**src/rtl/bmag_uart_loader_if.sv**
```systemverilog
// Byte-in / grid-write bundle for the bmag UART loader: UART receiver bytes in,
// pusher grid-memory write port and status out.
interface bmag_uart_loader_if #(
    parameter int AWIDTH = 12,
    parameter int BWIDTH = 14
);
    logic              rx_valid;
    logic [7:0]        rx_data;
    logic              ui_valid;
    logic              wen;
    logic [AWIDTH-1:0] addr_out;
    logic [BWIDTH-1:0] bmag_out;
    logic              load_done;
    logic              err;

    // The loader is the master of the grid-write side and consumes the byte stream.
    modport master (
        input  rx_valid, rx_data,
        output ui_valid, wen, addr_out, bmag_out, load_done, err
    );

    modport slave (
        output rx_valid, rx_data,
        input  ui_valid, wen, addr_out, bmag_out, load_done, err
    );
endinterface

```
**src/rtl/bmag_uart_loader.sv**
```systemverilog
// Frames a UART byte stream (SYNC, then little-endian word pairs) into bmag
// grid writes at sequential addresses, with an inter-byte idle timeout.
module bmag_uart_loader #(
    parameter int          BWIDTH    = 14,
    parameter int          AWIDTH    = 12,
    parameter int          NUM_WORDS = 4096,
    parameter logic [7:0]  SYNC      = 8'hA5,
    parameter int          TIMEOUT   = 1000000
) (
    input  logic                clk,
    input  logic                rst,
    bmag_uart_loader_if.master  bus
);
    typedef enum logic [1:0] {IDLE, LO, HI} state_t;

    localparam int                TW       = $clog2(TIMEOUT + 1);
    localparam logic [AWIDTH-1:0] LAST_IDX = AWIDTH'(NUM_WORDS - 1);
    localparam logic [TW-1:0]     TMO_LAST = TW'(TIMEOUT - 1);

    // High byte bits above the word width are dropped from the stored word.
    function automatic logic [BWIDTH-1:0] pack_word(input logic [7:0] hi, input logic [7:0] lo);
        return BWIDTH'({hi, lo});
    endfunction

    function automatic logic hi_overflow(input logic [7:0] hi);
        return (hi & (8'hFF << (BWIDTH - 8))) != 8'h00;
    endfunction

    state_t            state_q, state_d;
    logic              ui_valid_q, ui_valid_d;
    logic              wen_q, wen_d;
    logic              load_done_q, load_done_d;
    logic              err_q, err_d;
    logic [AWIDTH-1:0] addr_q, addr_d;
    logic [BWIDTH-1:0] bmag_q, bmag_d;
    logic [AWIDTH-1:0] idx_q, idx_d;
    logic [7:0]        lo_q, lo_d;
    logic [TW-1:0]     tmo_q, tmo_d;

    always_comb begin
        state_d     = state_q;
        ui_valid_d  = ui_valid_q;
        wen_d       = 1'b0;
        load_done_d = load_done_q;
        err_d       = err_q;
        addr_d      = addr_q;
        bmag_d      = bmag_q;
        idx_d       = idx_q;
        lo_d        = lo_q;
        tmo_d       = tmo_q;
        case (state_q)
            IDLE: begin
                // Entered from the final write cycle, so ui_valid drops one cycle after wen.
                ui_valid_d = 1'b0;
                tmo_d      = '0;
                if (bus.rx_valid && bus.rx_data == SYNC) begin
                    state_d     = LO;
                    ui_valid_d  = 1'b1;
                    load_done_d = 1'b0;
                    err_d       = 1'b0;
                    idx_d       = '0;
                end
            end
            LO, HI: begin
                if (bus.rx_valid) begin
                    tmo_d = '0;
                    if (state_q == LO) begin
                        lo_d    = bus.rx_data;
                        state_d = HI;
                    end else begin
                        wen_d  = 1'b1;
                        addr_d = idx_q;
                        bmag_d = pack_word(bus.rx_data, lo_q);
                        if (hi_overflow(bus.rx_data)) err_d = 1'b1;
                        if (idx_q == LAST_IDX) begin
                            state_d     = IDLE;
                            load_done_d = 1'b1;
                        end else begin
                            idx_d   = idx_q + 1'b1;
                            state_d = LO;
                        end
                    end
                end else if (tmo_q == TMO_LAST) begin
                    state_d    = IDLE;
                    err_d      = 1'b1;
                    ui_valid_d = 1'b0;
                    tmo_d      = '0;
                end else begin
                    tmo_d = tmo_q + 1'b1;
                end
            end
            default: state_d = IDLE;
        endcase
    end

    always_ff @(posedge clk or posedge rst) begin
        if (rst) begin
            state_q     <= IDLE;
            ui_valid_q  <= 1'b0;
            wen_q       <= 1'b0;
            load_done_q <= 1'b0;
            err_q       <= 1'b0;
            addr_q      <= '0;
            bmag_q      <= '0;
            idx_q       <= '0;
            lo_q        <= '0;
            tmo_q       <= '0;
        end else begin
            state_q     <= state_d;
            ui_valid_q  <= ui_valid_d;
            wen_q       <= wen_d;
            load_done_q <= load_done_d;
            err_q       <= err_d;
            addr_q      <= addr_d;
            bmag_q      <= bmag_d;
            idx_q       <= idx_d;
            lo_q        <= lo_d;
            tmo_q       <= tmo_d;
        end
    end

    assign bus.ui_valid  = ui_valid_q;
    assign bus.wen       = wen_q;
    assign bus.load_done = load_done_q;
    assign bus.err       = err_q;
    assign bus.addr_out  = addr_q;
    assign bus.bmag_out  = bmag_q;
endmodule

```
**src/flat_wrapper.sv**
```systemverilog
// flat-port wrapper written by rule: the top's interface ports become plain ports
module bmag_uart_loader_flat 
#(
    parameter int          BWIDTH    = 14,
    parameter int          AWIDTH    = 12,
    parameter int          NUM_WORDS = 4096,
    parameter logic [7:0]  SYNC      = 8'hA5,
    parameter int          TIMEOUT   = 1000000
)
  (clk, rst, bus_rx_valid, bus_rx_data, bus_ui_valid, bus_wen, bus_addr_out, bus_bmag_out, bus_load_done, bus_err);
  bmag_uart_loader_if #(.AWIDTH(AWIDTH), .BWIDTH(BWIDTH)) bus_i ();
  input  logic clk;
  input  logic rst;
  input wire logic [$bits(bus_i.rx_valid)-1:0] bus_rx_valid;
  input wire logic [$bits(bus_i.rx_data)-1:0] bus_rx_data;
  output wire logic [$bits(bus_i.ui_valid)-1:0] bus_ui_valid;
  output wire logic [$bits(bus_i.wen)-1:0] bus_wen;
  output wire logic [$bits(bus_i.addr_out)-1:0] bus_addr_out;
  output wire logic [$bits(bus_i.bmag_out)-1:0] bus_bmag_out;
  output wire logic [$bits(bus_i.load_done)-1:0] bus_load_done;
  output wire logic [$bits(bus_i.err)-1:0] bus_err;
  assign bus_i.rx_valid = bus_rx_valid;
  assign bus_i.rx_data = bus_rx_data;
  assign bus_ui_valid = bus_i.ui_valid;
  assign bus_wen = bus_i.wen;
  assign bus_addr_out = bus_i.addr_out;
  assign bus_bmag_out = bus_i.bmag_out;
  assign bus_load_done = bus_i.load_done;
  assign bus_err = bus_i.err;
  bmag_uart_loader #(.BWIDTH(BWIDTH), .AWIDTH(AWIDTH), .NUM_WORDS(NUM_WORDS), .SYNC(SYNC), .TIMEOUT(TIMEOUT)) u_core (.clk(clk), .rst(rst), .bus(bus_i));
endmodule
```
**config.mk**
```make
export PLATFORM = sky130hd
export DESIGN_NAME = bmag_uart_loader_flat
export DESIGN_NICKNAME = d
export VERILOG_FILES = /design/src/rtl/bmag_uart_loader_if.sv /design/src/rtl/bmag_uart_loader.sv /design/src/flat_wrapper.sv
export SDC_FILE = /design/constraint.sdc
export NUM_CORES = 1
export LEC_CHECK = 0
export CAP_MARGIN = 5
export CORE_MARGIN = 5
export CORE_UTILIZATION = 40
export DETAILED_ROUTE_END_ITERATION = 16
export REMOVE_ABC_BUFFERS = 1
export SETUP_SLACK_MARGIN = 0.02
export SYNTH_ARGS = -nofsm -noshare
export SYNTH_HDL_FRONTEND = slang
export SYNTH_SLANG_ARGS = --single-unit
export TNS_END_PERCENT = 10
```
**constraint.sdc**
```tcl
create_clock -name clk -period 6.2 [get_ports clk]
set_input_delay 1.55 -clock clk [delete_from_list [all_inputs] [get_ports clk]]
set_output_delay 1.55 -clock clk [all_outputs]
set_load 0.1 [all_outputs]
```
### After elaboration in Yosys (flattened, before gate mapping)

Cells that the tools add are included.

| operators by class | value |
|---|---|
| reduce and logical (&&, ||, !) cells | 12 |
| mux-type cells | 31 |
| add/sub/neg operators | 2 |
| equality and inequality tests | 15 |
| bitwise operators | 1 |

Operators with widths:

| operator | count |
|---|---|
| two-way mux 12 bit | 4 |
| two-way mux 20 bit | 2 |
| case mux 20 bit (2 select lines) | 1 |
| case mux 12 bit (2 select lines) | 1 |
| adder 20 x 1 -> 20 bit, second input constant | 1 |
| == test 20 bit, second input constant | 1 |
| two-way mux 1 bit | 15 |
| AND reduction 5 bit | 3 |
| adder 12 x 1 -> 12 bit, second input constant | 1 |
| == test 12 bit, second input constant | 1 |
| AND reduction 3 bit | 3 |
| == test 8 bit, second input constant | 1 |
| two-way mux 2 bit | 4 |
| != test 2 bit, second input constant | 4 |
| nonzero test 8 bit | 1 |
| != test 2 x 1 -> 1 bit, second input constant | 3 |
| != test 3 x 2 -> 1 bit, second input constant | 2 |
| case mux 1 bit (2 select lines) | 3 |
| case mux 2 bit (2 select lines) | 1 |
| != test 3 bit, second input constant | 1 |
| == test 2 x 1 -> 1 bit, second input constant | 1 |
| == test 2 bit, second input constant | 1 |
| logical NOT 2 bit | 1 |
| AND reduction 2 bit | 1 |
| other kinds (4) | 4 |

| storage, ports and cells | value |
|---|---|
| output and inout port bits | 30 |
| logic and storage cells | 71 |
| register bits | 72 |
| input bits | 11 |

### Depth between registers and ports, before layout

Gate-level depths: netlist (run 1).

| logic depth | value |
|---|---|
| depth after elaboration | 5 |
| depth in mapped cells | 10 |
| gate-level depth less buffers | 7 |

### Worst setup path after synthesis (run 1)

Ideal clock, no wire load.

| timing | value |
|---|---|
| path kind | input to register |
| from | input bus_rx_data[6] |
| to | register u_core.idx_q[2] |
| stages | 5 |
| path buffers | 1 |
| setup time | 138 ps |
| data required time | 6062 ps |
| slack | 3085 ps |
| arrival time | 2977 ps |
| cell sequence | and4bb_2 a31oi_1 a2111oi_2 clkbuf_1 a31oi_1 |

| on the way | value |
|---|---|
| cells in the longest elaborated chain, start to end | 4 |

Ends and longest elaborated chain:

| element | line | text |
|---|---|---|
| start: declaration | flat_wrapper.sv:15 | `input wire logic [$bits(bus_i.rx_data)-1:0] bus_rx_data;` |
| == test 8 bit | bmag_uart_loader.sv:56 | `if (bus.rx_valid && bus.rx_data == SYNC) begin` |
| logical AND 1 bit | bmag_uart_loader.sv:56 |  |
| != test 2 x 1 -> 1 bit (no line) | -- |  |
| AND reduction 5 bit (no line) | -- |  |
| end signal: assignment | bmag_uart_loader.sv:116 | `idx_q <= idx_d;` |
| end: declaration | bmag_uart_loader.sv:36 | `logic [AWIDTH-1:0] idx_q, idx_d;` |

Every way passes these cells.
A chain may end at the register's enable or synchronous reset.

### Worst setup path after layout (run 1)

| timing | value |
|---|---|
| from | input bus_rx_valid |
| to | register u_core.state_q[0] |

| on the way | value |
|---|---|
| cells in the longest elaborated chain, start to end | 3 |
| elaborated cells on any way between the ends | 6 |
| those cells by class | 2 x eq/ne; 2 x mux; 2 x reduce/logical |

Ends and longest elaborated chain:

| element | line | text |
|---|---|---|
| start: declaration | flat_wrapper.sv:14 | `input wire logic [$bits(bus_i.rx_valid)-1:0] bus_rx_valid;` |
| logical AND 1 bit | bmag_uart_loader.sv:56 |  |
| != test 2 x 1 -> 1 bit (no line) | -- |  |
| AND reduction 2 bit (no line) | -- |  |
| end signal: assignment | bmag_uart_loader.sv:109 | `state_q <= state_d;` |
| end: declaration | bmag_uart_loader.sv:29 | `state_t state_q, state_d;` |

Parallel ways exist; a longest one is shown, timed or not.

==> flow_summary.ini, run 1 <==
[clock_network]
cts_tree = built
cts_hold_buf = 0
cts_num_sinks = 72
clk_pin_slew_worst_paths_ns = 0.08
post_cts_buffers = 0
clock_latency_ns = 0.34
htree_levels = 3
ctsResizeCount = 0
cts_buffers = 9
clock-root-buffer = clkbuf_8
clk_path_buf_depth = 2

[power]
p_per_area_nw_per_um2 = 335
p_sw_share_pct = 37.2
seq_power_share_pct = 39.3
power.internal_w = 0.000849
p_leak_nw = 1.80
p_comb_share_pct = 30.2
peakVddDrop_mv = 0.229
clockPowerShare_pct = 30.5
switchingPower_w = 0.000504

[place]
routabilityCongestion = 0.769
dp.cells = 454
place_area_um2 = 3820
io_buffers = 40
dp_hpwl_um = 4800

[timing]
fin_skew_ns = 0.00727
grt_setup_unrepaired = false
slew_headroom_pct = 34.5
fin_crit_sh_pct = 56.9
drv_slew = 0
setup_tns_ns = 0
hold_viol_final = 0
fmax_mhz = 283
setup_viol = 0
finalCriticalPeriod_ns = 3.53
max_slew.worst_pin.slew_ns = 0.979

[die]
die_height_um = 101
core_area_um2 = 8130
ioPinCount = 41
start_util_pct = 40.8
dieArea_um2 = 10200
die_w_um = 101
rows = 33

[setup_path]
required_ns = 6.43
crit_path_start_kind = input pin
cp-end-kind = register
crit_type = in -> reg
cp.arrival_ns = 3.76
crit_fanout = 20

[routing]
ant_nets = 0
vias = 2484
vias_per_cell = 5.29
drt_iter0_drc = 119
wl_per_cell_um = 15.0
drtPass1Iterations = 4
drc = 0
wirelength_um = 7030

[finish]
layout.nets = 376
final_cell_mix = dfrtp_1, nand2_1, clkdlybuf4s50_1
drive_gt1_share_pct = 13.2
finalNonFillerCells = 470
layout_commonest_cell = dfrtp_1
antenna_cells = 0
utilization_pct = 49.6
synthToLayoutAreaGrowth_pct = 21.6
fin_area_um2 = 4040

[min_path]
hold_path.class = reg -> reg

[yosys]
ys_types = 47
yosysWarningCount = 0
avgSynthCellArea_um2 = 10.5
seq_area_frac_synth_pct = 54.3
synthCells = 315
ys_ff_latch = 72
synth-edff-count = 0
synth.cell_area_um2 = 3320
synthFlopType = dfrtp_1
synthArstFlopShare_pct = 100

[run]
maxCapViolations = 0

[global_route]
grt.overflow.total = 0
antenna_found_initial = 0
grt_pass1_wl_um = 12000
grtUsageTotal_pct = 15.0
grt_pass1_vias = 2522
grt_max_degree = 41

[status]
status = completed
[worst max-delay path, stage by stage]
cell and delay, ns:
clkdlybuf4s50_1 0.53, nand3b_1 0.49, buf_4 0.37, clkinv_1 0.30, nand3_1 0.16, o21ai_0 0.09, a22o_2 0.25
[kinds of logic after synthesis]
kind of cell | count (synthesis) | share of synthesized area (%)
DFF | 72 | 54.3
adders and majority gates | 5 | 1.88
xor gates and xnor gates | 15 | 3.96
buffers and inverters | 21 | 3.09
AOI/OAI and AO/OA | 53 | 10.4
and+or+nand+nor | 125 | 18.3
muxes | 24 | 8.10
[metrics by stage]
step                total power, W  setup WS [ns]  hold slack [ns]
floorplan                 0.000848           2.77            0.433
global placement          0.000950           2.36            0.452
detailed placement        0.000953           2.30            0.450
CTS                        0.00137           2.69            0.471
global route               0.00141           2.48            0.495
finish                     0.00135           2.67            0.468
[synthesized netlist by cell type (all sizes together) (6+ instances only)]
cell     n  area (um^2)
mux2    23          259
nor2    29          109
a31oi   10         62.6
xor2    10         87.6
nand3   16         80.1
nand2   44          165
a21oi   13         65.1
o21ai   14         73.8
dfrtp   72         1800
inv     11         41.3
nand4    6         37.5
nor3     6         30.0
clkbuf   7         26.3
[registers in the layout, indices dropped and copies added, names as in the netlist]
signal                cells
u_core.tmo_q             20
u_core.idx_q             12
u_core.state_q            2
u_core.bus.load_done      1
u_core.bus.addr_out      12
u_core.bus.ui_valid       1
u_core.bus.wen            1
u_core.bus.err            1
u_core.bus.bmag_out      14
u_core.lo_q               8
[path summary, 6_finish.rpt]
| kind | startpoint | endpoint | slack, ns | cells after the start |
|---|---|---|---|---|
| worst min register to register | u_core.lo_q[0]$_DFFE_PP0P_ | u_core.bus.bmag_out[0]$_DFFE_PP0P_ | 0.47 | 2 |
| worst min-delay path | u_core.lo_q[0]$_DFFE_PP0P_ | u_core.bus.bmag_out[0]$_DFFE_PP0P_ | 0.47 | 2 |
| min in group asynchronous | rst | u_core.bus.bmag_out[10]$_DFFE_PP0P_ | 1.63 | 2 |
| max in group asynchronous | rst | u_core.bus.addr_out[8]$_DFFE_PP0P_ | 3.60 | 3 |
| worst max register to register | u_core.state_q[0]$_DFFE_PP0P_ | u_core.state_q[0]$_DFFE_PP0P_ | 3.42 | 8 |
| worst max-delay path | bus_rx_valid | u_core.state_q[0]$_DFFE_PP0P_ | 2.67 | 7 |
[power groups by stage]
stage	combinational [W]	sequential (W)	clock, W
after detailed placement	0.000412	0.000542	0
final	0.000408	0.000532	0.000413
after CTS	0.000412	0.000533	0.000425
after floorplan	0.000107	0.000741	0
after global placement	0.000409	0.000541	0
after global routing	0.000431	0.000538	0.000443
[per-layer routing]
layer	share of wire (%)	vias to the layer above	routed length (um)	GRT usage [%]
li1	-	1204	-	-
met1	47	1230	3310	19.9
met5	0	-	0	0
met2	48	43	3390	23.4
met3	3.4	7	239	3.60
met4	1.2	0	85	6.65
[final cells by class]
class                           count  area, um^2
Fill cell                         780        4100
Sequential cell                    72        1800
Multi-Input combinational cell    222        1420
Timing Repair Buffer               43         423
Clock buffer                       11         141
Tap cell                          105         131
Clock inverter                      5        80.1
Inverter                           12        45.0
No activity file was read; power rests on OpenSTA's default activity.
==> run 2: changes to the inputs <==
clock period = 3.25 ns   (was 6.2 ns; I/O delays follow)
==> run 2 against run 1 <==
Against the previous run: die area did not move; worst hold slack improved by 0.0082 ns; non-clock buffer count rose by 6; critical path depth did not move; sequential share of layout area rose by 0.63 points; largest cell class unchanged; critical path type unchanged; register-to-register slack got worse by 2.6 ns; worst setup slack got worse by 1.9 ns.
==> flow_summary.ini, run 2 (synthesized netlist as in run 1, its figures left out) <==
[status]
status = completed

[timing]
slew_headroom_pct = 50.1
whs_ns = 0.476
finalCriticalPeriod_ns = 2.51
setup_viol = 0
max_slew.worst_pin.slew_ns = 0.741
fin_skew_ns = 0.00811
hold_viol_final = 0
setup_tns_ns = 0
fin_crit_sh_pct = 77.2
grt_setup_unrepaired = false
fmax_mhz = 398
drv_slew = 0

[clock_network]
post_cts_buffers = 0
cts_hold_buf = 0
htree_levels = 3
clk_pin_slew_worst_paths_ns = 0.08
cts_num_sinks = 72
clk_path_buf_depth = 2
clock-root-buffer = clkbuf_8
clock_latency_ns = 0.34
cts_tree = built
cts_buffers = 9
ctsResizeCount = 0

[routing]
vias_per_cell = 5.18
wl_per_cell_um = 14.5
vias = 2461
drt_iter0_drc = 114
ant_nets = 0
drtPass1Iterations = 4
wirelength_um = 6890
drc = 0

[die]
start_util_pct = 40.8
rows = 33
ioPinCount = 41
die_height_um = 101
core_area_um2 = 8130
dieArea_um2 = 10200
die_w_um = 101

[setup_path]
r2r_end = u_core.tmo_q[8]$_DFFE_PP0P_
crit_fanout = 16
reg2reg_slack_ns = 0.85
cp.arrival_ns = 2.73
required_ns = 3.47
reg2reg_from = u_core.tmo_q[6]$_DFFE_PP0P_
crit_type = in -> reg
crit_path_start_kind = input pin
cp-end-kind = register
rr_worst_depth = 6
critPathLaunch = bus_rx_valid

[finish]
largest_reg_flops = 20
synthToLayoutAreaGrowth_pct = 19.9
antenna_cells = 0
top_register = u_core.tmo_q
finalNonFillerCells = 475
layout.nets = 382
final_cell_mix = dfrtp_1, nand2_1, buf_4
layout_commonest_cell = dfrtp_1
drive_gt1_share_pct = 22.7

[place]
routabilityCongestion = 0.872
io_buffers = 40
dp_hpwl_um = 4800
dp.cells = 460

[power]
p_per_area_nw_per_um2 = 626
peakVddDrop_mv = 0.498
p_leak_nw = 1.87

[global_route]
grt_max_degree = 41
grt_pass1_wl_um = 12000
grt.overflow.total = 0
grtUsageTotal_pct = 14.8
grt_pass1_vias = 2485
antenna_found_initial = 0

[min_path]
min_to = u_core.bus.bmag_out[6]$_DFFE_PP0P_
hold_path.class = reg -> reg
min_from = u_core.lo_q[6]$_DFFE_PP0P_
hold_depth = 2

[run]
maxCapViolations = 0
## run 2: changes by cell type in the layout (fill, tap and decap cells not counted), sizes merged
cell,before,now
clkinvlp,2,3
clkbuf,11,10
bufinv,2,1
clkdlybuf4s50,40,10
buf,3,39
## run 2: routing by layer
metal  vias to the layer above  track usage [%]  wire [um]
li1                       1214                -          -
met1                      1186             20.0       3340
met2                        54             22.8       3120
met3                         7             3.46        332
met4                         0             6.13         89
met5                         -                0          0
## run 2: where the power goes
part	switching (W)	total [W]	internal, W	leakage, nW
Combinational	0.000578	0.000765	0.000186	0.786
Clock	0.000337	0.000707	0.000370	0.0904
Sequential	0.0000498	0.00102	0.000970	0.995
Total	0.000965	0.00249	0.00153	1.87
## run 2: how the worst max path moves through the flow
stage | cells after the start | slack (ns) | end
2_1_floorplan | 5 | 0.56 | u_core.idx_q[1]$_DFFE_PP0P_
4_1_cts | 7 | 0.74 | u_core.idx_q[6]$_DFFE_PP0P_
6_report | 7 | 0.74 | u_core.idx_q[6]$_DFFE_PP0P_
5_1_grt | 7 | 0.51 | u_core.idx_q[1]$_DFFE_PP0P_
3_3_place_gp | 7 | 0.47 | u_core.idx_q[1]$_DFFE_PP0P_
3_5_place_dp | 7 | 0.37 | u_core.idx_q[1]$_DFFE_PP0P_
## run 2: worst max-delay path, stage by stage
cell and delay (ns):
clkdlybuf4s50_1 0.60, and3b_1 0.22, a31oi_1 0.21, a2111oi_2 0.33
buf_4 0.27, a21oi_1 0.09, a41o_1 0.21
## run 2: through the flow
stage | instance area (um^2) | power [W] | utilization [%] | worst slack [ns]
detailed placement | 3790 | 0.00181 | 46.5 | 0.372
finish | 3980 | 0.00249 | 48.9 | 0.739
global route | 3980 | 0.00262 | 48.9 | 0.511
floorplan | 3260 | 0.00162 | - | 0.558
global placement | 3790 | 0.00181 | 46.5 | 0.470
CTS | 3980 | 0.00252 | 48.9 | 0.740
## run 2: layout make-up
| type | count | area [um^2] |
|---|---|---|
| fill | 736 | 4150 |
| sequential | 72 | 1800 |
| multi-input combinational | 222 | 1420 |
| timing repair buffer | 49 | 393 |
| clock buffer | 10 | 138 |
| tap | 105 | 131 |
| clock inverter | 5 | 57.6 |
| inverter | 12 | 45.0 |
